### src/rtl/interrupt_sequencer_pkg.sv
// rtl/interrupt_sequencer_pkg.sv - shared states, cause/push codes and default vectors for interrupt_sequencer
package interrupt_sequencer_pkg;

  typedef enum logic [3:0] {
    S_IDLE,
    S_DUMMY1,
    S_DUMMY2,
    S_PUSH_PCH,
    S_PUSH_PCL,
    S_PUSH_P,
    S_VEC_LO,
    S_VEC_HI,
    S_DONE
  } state_t;

  localparam logic [1:0] CAUSE_NONE = 2'd0;
  localparam logic [1:0] CAUSE_RES  = 2'd1;
  localparam logic [1:0] CAUSE_NMI  = 2'd2;
  localparam logic [1:0] CAUSE_IRQ  = 2'd3;

  localparam logic [1:0] PUSH_NONE = 2'b00;
  localparam logic [1:0] PUSH_PCH  = 2'b01;
  localparam logic [1:0] PUSH_PCL  = 2'b10;
  localparam logic [1:0] PUSH_P    = 2'b11;

  localparam logic [7:0]  DEF_STACK_PAGE = 8'h01;
  localparam logic [15:0] DEF_VEC_NMI    = 16'hFFFA;
  localparam logic [15:0] DEF_VEC_RES    = 16'hFFFC;
  localparam logic [15:0] DEF_VEC_IRQ    = 16'hFFFE;

endpackage

### src/rtl/interrupt_sequencer_irq_priority_encoder.sv
// rtl/interrupt_sequencer_irq_priority_encoder.sv - masked lowest-index select over the maskable IRQ lines
module irq_priority_encoder #(
  parameter int NUM_IRQ = 1
) (
  input  logic [NUM_IRQ-1:0] req,
  input  logic               enable,
  output logic               valid,
  output logic [3:0]         index
);

  // Scan from the top down so the lowest asserted index is the last one written.
  always_comb begin
    valid = 1'b0;
    index = 4'd0;
    for (int k = NUM_IRQ - 1; k >= 0; k--) begin
      if (enable && req[k]) begin
        valid = 1'b1;
        index = 4'(k);
      end
    end
  end

endmodule

### src/rtl/interrupt_sequencer.sv
// rtl/interrupt_sequencer.sv - RES/NMI/IRQ/BRK entry sequencer; IRQ_VECTOR_TABLE_EN gives each IRQ source its own vector
module interrupt_sequencer
  import interrupt_sequencer_pkg::*;
#(
  parameter int          ADDR_W     = 16,
  parameter int          NUM_IRQ    = 1,
  parameter logic [7:0]  STACK_PAGE = DEF_STACK_PAGE,
  parameter logic [15:0] VEC_NMI    = DEF_VEC_NMI,
  parameter logic [15:0] VEC_RES    = DEF_VEC_RES,
  parameter logic [15:0] VEC_IRQ    = DEF_VEC_IRQ
) (
  input  logic               clk,
  input  logic               res,
  input  logic               rdy,
  input  logic               sync,
  input  logic               brk,
  input  logic               nmi,
  input  logic [NUM_IRQ-1:0] irq,
  input  logic               i_flag,
  input  logic [7:0]         sp,
  input  logic [7:0]         data_in,
  output logic               busy,
  output logic [ADDR_W-1:0]  memory_address,
  output logic [1:0]         address_select,
  output logic               rw,
  output logic [1:0]         push_sel,
  output logic               sp_dec,
  output logic               pc_load,
  output logic [ADDR_W-1:0]  pc_value,
  output logic               set_i,
  output logic               b_flag,
  output logic [1:0]         cause,
  output logic [3:0]         irq_id
);

  state_t              state;
  logic                reset_pending;
  logic                nmi_latch;
  logic                nmi_prev;
  logic                is_brk;
  logic [ADDR_W-1:0]   vec_addr;
  logic [7:0]          vec_lo;

  logic                irq_valid;
  logic [3:0]          irq_index;
  logic                hijack;
  logic [7:0]          stack_sp;
  logic [ADDR_W-1:0]   stack_addr;
  logic [ADDR_W-1:0]   vec_next;

  irq_priority_encoder #(.NUM_IRQ(NUM_IRQ)) u_prio (
    .req    (irq),
    .enable (~i_flag),
    .valid  (irq_valid),
    .index  (irq_index)
  );

  // SP decrements on the same edge that loads the next push address, so look one ahead.
  assign stack_sp   = sp - {7'd0, sp_dec};
  assign stack_addr = ADDR_W'({STACK_PAGE, stack_sp});
  assign hijack     = (cause == CAUSE_IRQ) && nmi_latch;

  always_comb begin
    vec_next = ADDR_W'(VEC_IRQ);
    if (cause == CAUSE_RES)
      vec_next = ADDR_W'(VEC_RES);
    else if (cause == CAUSE_NMI || hijack)
      vec_next = ADDR_W'(VEC_NMI);
`ifdef IRQ_VECTOR_TABLE_EN
    else if (!is_brk)
      vec_next = ADDR_W'(VEC_IRQ) - ADDR_W'({irq_id, 1'b0}) - ADDR_W'(2);
`else
`endif
  end

  always_ff @(posedge clk or posedge res) begin
    if (res) begin
      state          <= S_IDLE;
      reset_pending  <= 1'b1;
      nmi_latch      <= 1'b0;
      nmi_prev       <= 1'b0;
      is_brk         <= 1'b0;
      vec_addr       <= '0;
      vec_lo         <= 8'd0;
      busy           <= 1'b1;
      memory_address <= '0;
      address_select <= 2'd0;
      rw             <= 1'b1;
      push_sel       <= PUSH_NONE;
      sp_dec         <= 1'b0;
      pc_load        <= 1'b0;
      pc_value       <= '0;
      set_i          <= 1'b0;
      b_flag         <= 1'b0;
      cause          <= CAUSE_RES;
      irq_id         <= 4'd0;
    end else begin
      // The edge detector keeps running while rdy is low.
      nmi_prev <= nmi;
      if (nmi && !nmi_prev)
        nmi_latch <= 1'b1;
      else if (rdy && state == S_VEC_LO && cause == CAUSE_NMI)
        nmi_latch <= 1'b0;

      if (rdy) begin
        pc_load        <= 1'b0;
        set_i          <= 1'b0;
        b_flag         <= 1'b0;
        sp_dec         <= 1'b0;
        push_sel       <= PUSH_NONE;
        rw             <= 1'b1;
        address_select <= 2'd0;

        case (state)
          S_IDLE: begin
            if (reset_pending) begin
              reset_pending <= 1'b0;
              state         <= S_DUMMY1;
              busy          <= 1'b1;
              cause         <= CAUSE_RES;
              irq_id        <= 4'd0;
              is_brk        <= 1'b0;
            end else if (sync && (nmi_latch || irq_valid || brk)) begin
              state  <= S_DUMMY1;
              busy   <= 1'b1;
              irq_id <= 4'd0;
              is_brk <= 1'b0;
              if (nmi_latch) begin
                cause <= CAUSE_NMI;
              end else if (irq_valid) begin
                cause  <= CAUSE_IRQ;
                irq_id <= irq_index;
              end else begin
                cause  <= CAUSE_IRQ;
                is_brk <= 1'b1;
              end
            end
          end
          S_DUMMY1: state <= S_DUMMY2;
          S_DUMMY2: begin
            state          <= S_PUSH_PCH;
            address_select <= 2'd1;
            memory_address <= stack_addr;
            sp_dec         <= 1'b1;
            push_sel       <= PUSH_PCH;
            rw             <= (cause == CAUSE_RES);
          end
          S_PUSH_PCH: begin
            state          <= S_PUSH_PCL;
            address_select <= 2'd1;
            memory_address <= stack_addr;
            sp_dec         <= 1'b1;
            push_sel       <= PUSH_PCL;
            rw             <= (cause == CAUSE_RES);
          end
          S_PUSH_PCL: begin
            state          <= S_PUSH_P;
            address_select <= 2'd1;
            memory_address <= stack_addr;
            sp_dec         <= 1'b1;
            push_sel       <= PUSH_P;
            rw             <= (cause == CAUSE_RES);
            b_flag         <= is_brk;
          end
          S_PUSH_P: begin
            state          <= S_VEC_LO;
            address_select <= 2'd1;
            memory_address <= vec_next;
            vec_addr       <= vec_next;
            if (hijack)
              cause <= CAUSE_NMI;
          end
          S_VEC_LO: begin
            state          <= S_VEC_HI;
            address_select <= 2'd1;
            memory_address <= vec_addr + ADDR_W'(1);
            vec_lo         <= data_in;
          end
          S_VEC_HI: begin
            state    <= S_DONE;
            pc_value <= ADDR_W'({data_in, vec_lo});
            pc_load  <= 1'b1;
            set_i    <= 1'b1;
          end
          S_DONE: begin
            state  <= S_IDLE;
            busy   <= 1'b0;
            cause  <= CAUSE_NONE;
            irq_id <= 4'd0;
            is_brk <= 1'b0;
          end
          default: state <= S_IDLE;
        endcase
      end
    end
  end

endmodule

### config.mk
export PLATFORM = sky130hd
export DESIGN_NAME = interrupt_sequencer
export DESIGN_NICKNAME = d
export VERILOG_FILES = /design/src/rtl/interrupt_sequencer_pkg.sv /design/src/rtl/interrupt_sequencer_irq_priority_encoder.sv /design/src/rtl/interrupt_sequencer.sv
export SDC_FILE = /design/constraint.sdc
export NUM_CORES = 1
export LEC_CHECK = 0
export CELL_PAD_IN_SITES_DETAIL_PLACEMENT = 1
export CELL_PAD_IN_SITES_GLOBAL_PLACEMENT = 2
export CORE_MARGIN = 2
export CORE_UTILIZATION = 30
export CTS_CLUSTER_DIAMETER = 120
export DETAILED_ROUTE_END_ITERATION = 10
export GPL_ROUTABILITY_DRIVEN = 0
export PLACE_DENSITY = 0.87
export SLEW_MARGIN = 0
export SYNTH_ARGS = -nofsm -noshare
export SYNTH_HDL_FRONTEND = slang
export SYNTH_SLANG_ARGS = --single-unit
### constraint.sdc
create_clock -name clk -period 2 [get_ports clk]
set_input_delay 0.5 -clock clk [delete_from_list [all_inputs] [get_ports clk]]
set_output_delay 0.5 -clock clk [all_outputs]
set_load 0.03 [all_outputs]
==> impl_results.md <==
- Status: completed
- DRT Pass-1 Iters: 4
- Fin nets: 338
- Number of warnings issued by yosys: 0
- Normalized max-slew margin: 65.50%
- Clock Path Buffers: 2
- Most common cell in the synthesized netlist: dfrtp_1
- Post-CTS setup buffer count: 0
- Hold Crit Class: reg -> reg
- Fin crit period: 1931 ps
- Max-slew violation count: 0
- Yosys top cell area share: 49.04%
- Static leakage: 1.592 nW
- DRC Markers: 0
- CP endpoint kind: flip-flop
- Die height: 97.14 um
- Post-route ant nets: 0
- Post-layout power: 0.005811 W
- Number of hold violations in the final report: 0
- Share of cells above drive strength 1: 23.64%
- Synthesized flop and latch total: 55
- Ys async rst share: 100.0%
- Ranking of synthesized cells by area: dfrtp_1, mux2_2, dfstp_2
- Io pins: 72
- Diodes inserted: 0
- Vias in the first global route: 2207
- Reg clk slew, reported paths: 100 ps
- Fillers: 905
- P&R area growth vs syn: 39.18%
- Hold_ws: 493.1 ps
- Drt via density: 4.813
- IO buf count: 66
- FP Rows: 33
- Total CTS buffers: 5
- Post-synthesis sequential area ratio: 53.08%
- Initial Util: 31.36%
- Clock skew: 10.92 ps
- Slew @ Worst Pin: 517.5 ps
- Cell accounting for the most synthesized area: dfrtp_1
- CP required: 2200 ps
- Max Fclk: 517.8 MHz
- Unrepaired setup endpoints after global routing: no
- DR vias: 2012
- Final critical-path setup slack: 68.69 ps
- Startpoint Class: input pin
- Final setup viols: 0
- Die width: 97.14 um
- CP arrival: 2130 ps
- GRT overflow: 0
- Clock latency on the worst-skew pair: 310 ps
- Mapped cell area: 2602 um^2
- Post-synth EDFFs: 0
- H-tree depth: 2
- Drt wl/cell: 15.88 um
- GRT Resource Usage Total: 14.80%
- Hold Path Cell Cnt: 2
- Core Box Area: 8299 um^2
- DRT Wirelength: 6636 um
- Power Dens Cells: 1604 nW/um^2
- Yosys cell types: 50
- Overall die area: 9436 um^2
- CTS tree: yes
- Worst Reg-to-Reg Cells: 5
- Main synth FF type: dfrtp_1
- IR drop worst, VDD: 0.9446 mV
- Fin crit share: 96.57%
- CTS sink cnt: 55
- Worst-path maximum fanout: 2
- Largest net degree at the start of global routing: 56
- Final HPWL DP: 4888 um
- Antenna violations before repair: 0
- Syn_area_per_cell: 11.52 um^2
- Dpl ws: -271.5 ps
- Root buf cell: clkbuf_8
- Crit Path Category: in -> reg
- Synthesized instance count: 226
- Global-route wire length before repair: 11320 um
- Synth top cells by count: dfrtp_1, mux2_2, buf_4, nor2_1, inv_1
- Initial DRC count: 79
- Max-cap violations: 0
- Cts hold-fix bufs: 0
==> per-stage QoR <==
stage / TNS, ps / util (%) / instance area, um^2 / std cells
floorplan: 0 / - / 2618 / 230
global placement: -4009 / 42.44 / 3522 / 410
detailed placement: -4589 / 42.44 / 3522 / 410
CTS: 0 / 43.42 / 3603 / 418
global route: 0 / 43.65 / 3622 / 418
finish: 0 / 43.65 / 3622 / 418
==> where the power goes <==
part | switching (W) | total, W | internal (W)
combinational | 0.00173 | 0.00318 | 0.00145
clock | 0.000377 | 0.000630 | 0.000253
sequential | 0.000372 | 0.00200 | 0.00163
==> placed cells by master (no fill, tap or decap), drive strengths merged, types with 5 or more instances in the layout <==
cell           instances
conb                   5
buf                   27
inv                   13
nand2b                 7
mux2                  27
nand2                  8
dfrtp                 51
clkdlybuf4s50         56
o21ai                 11
dlygate4sd2            6
clkbuf                 6
a21oi                 10
nor2                  15
==> kinds of logic (layout without fill, tap and decap cells) <==
kind of cell	Yosys count	count (layout)	synth area share, %
flops	55	55	53.08
fa+ha+maj	2	2	0.9614
mux	27	27	11.68
buf+inv	30	113	6.634
compound gates	49	49	13.03
xor+xnor	6	6	2.019
other cells	1	5	0.1441
simple gates	56	56	12.45
==> worst paths after layout <==
| kind | start | end | slack (ps) |
|---|---|---|---|
| setup / recovery | sp[2] | memory_address[7] | 70 |
| hold / removal | memory_address[0] | memory_address[0] | 490 |
| setup reg to reg | state[1] | memory_address[7] | 300 |
| hold reg to reg | memory_address[0] | memory_address[0] | 490 |
| max in group asynchronous | res | cause[0] | 1150 |
| min in group asynchronous | res | cause[1] | 540 |
==> repair_timing <==
action / CTS / global route
gates resized for setup: 6 / 5
hold endpoints to repair: 0 / 0
endpoints found under the setup margin: 10 / 5
==> registers in the layout, indices dropped and copies added (netlist names) <==
name            cells
address_select      1
rw                  1
cause               2
vec_lo              8
push_sel            2
sp_dec              1
busy                1
nmi_prev            1
pc_value           16
is_brk              1
memory_address     10
state               4
nmi_latch           1
reset_pending       1
vec_addr            3
set_i               1
b_flag              1
==> routing by layer <==
layer	GRT usage (%)	routed length, um	vias to the layer above
li1	-	-	955
met1	17.18	2787	991
met2	26.18	3319	59
met3	4.892	455	7
met4	3.900	74	0
met5	0	0	-
==> cell type report <==
class / count / area [um^2] / share of cell area, %
sequential: 55 / 1381 / 38.13
clock inverter: 2 / 16.27 / 0.4491
multi-input combinational: 145 / 1072 / 29.60
inverter: 12 / 45.04 / 1.244
tap: 105 / 131.4 / 3.627
clock buffer: 6 / 72.57 / 2.003
timing repair buffer: 93 / 903.4 / 24.94
==> critical path: stages <==
cell and delay [ps]:
clkdlybuf4s50_1 470, nor4_4 310, or3b_1 390, xnor2_1 140
a221o_1 320
(Power assumes the default switching activity.)
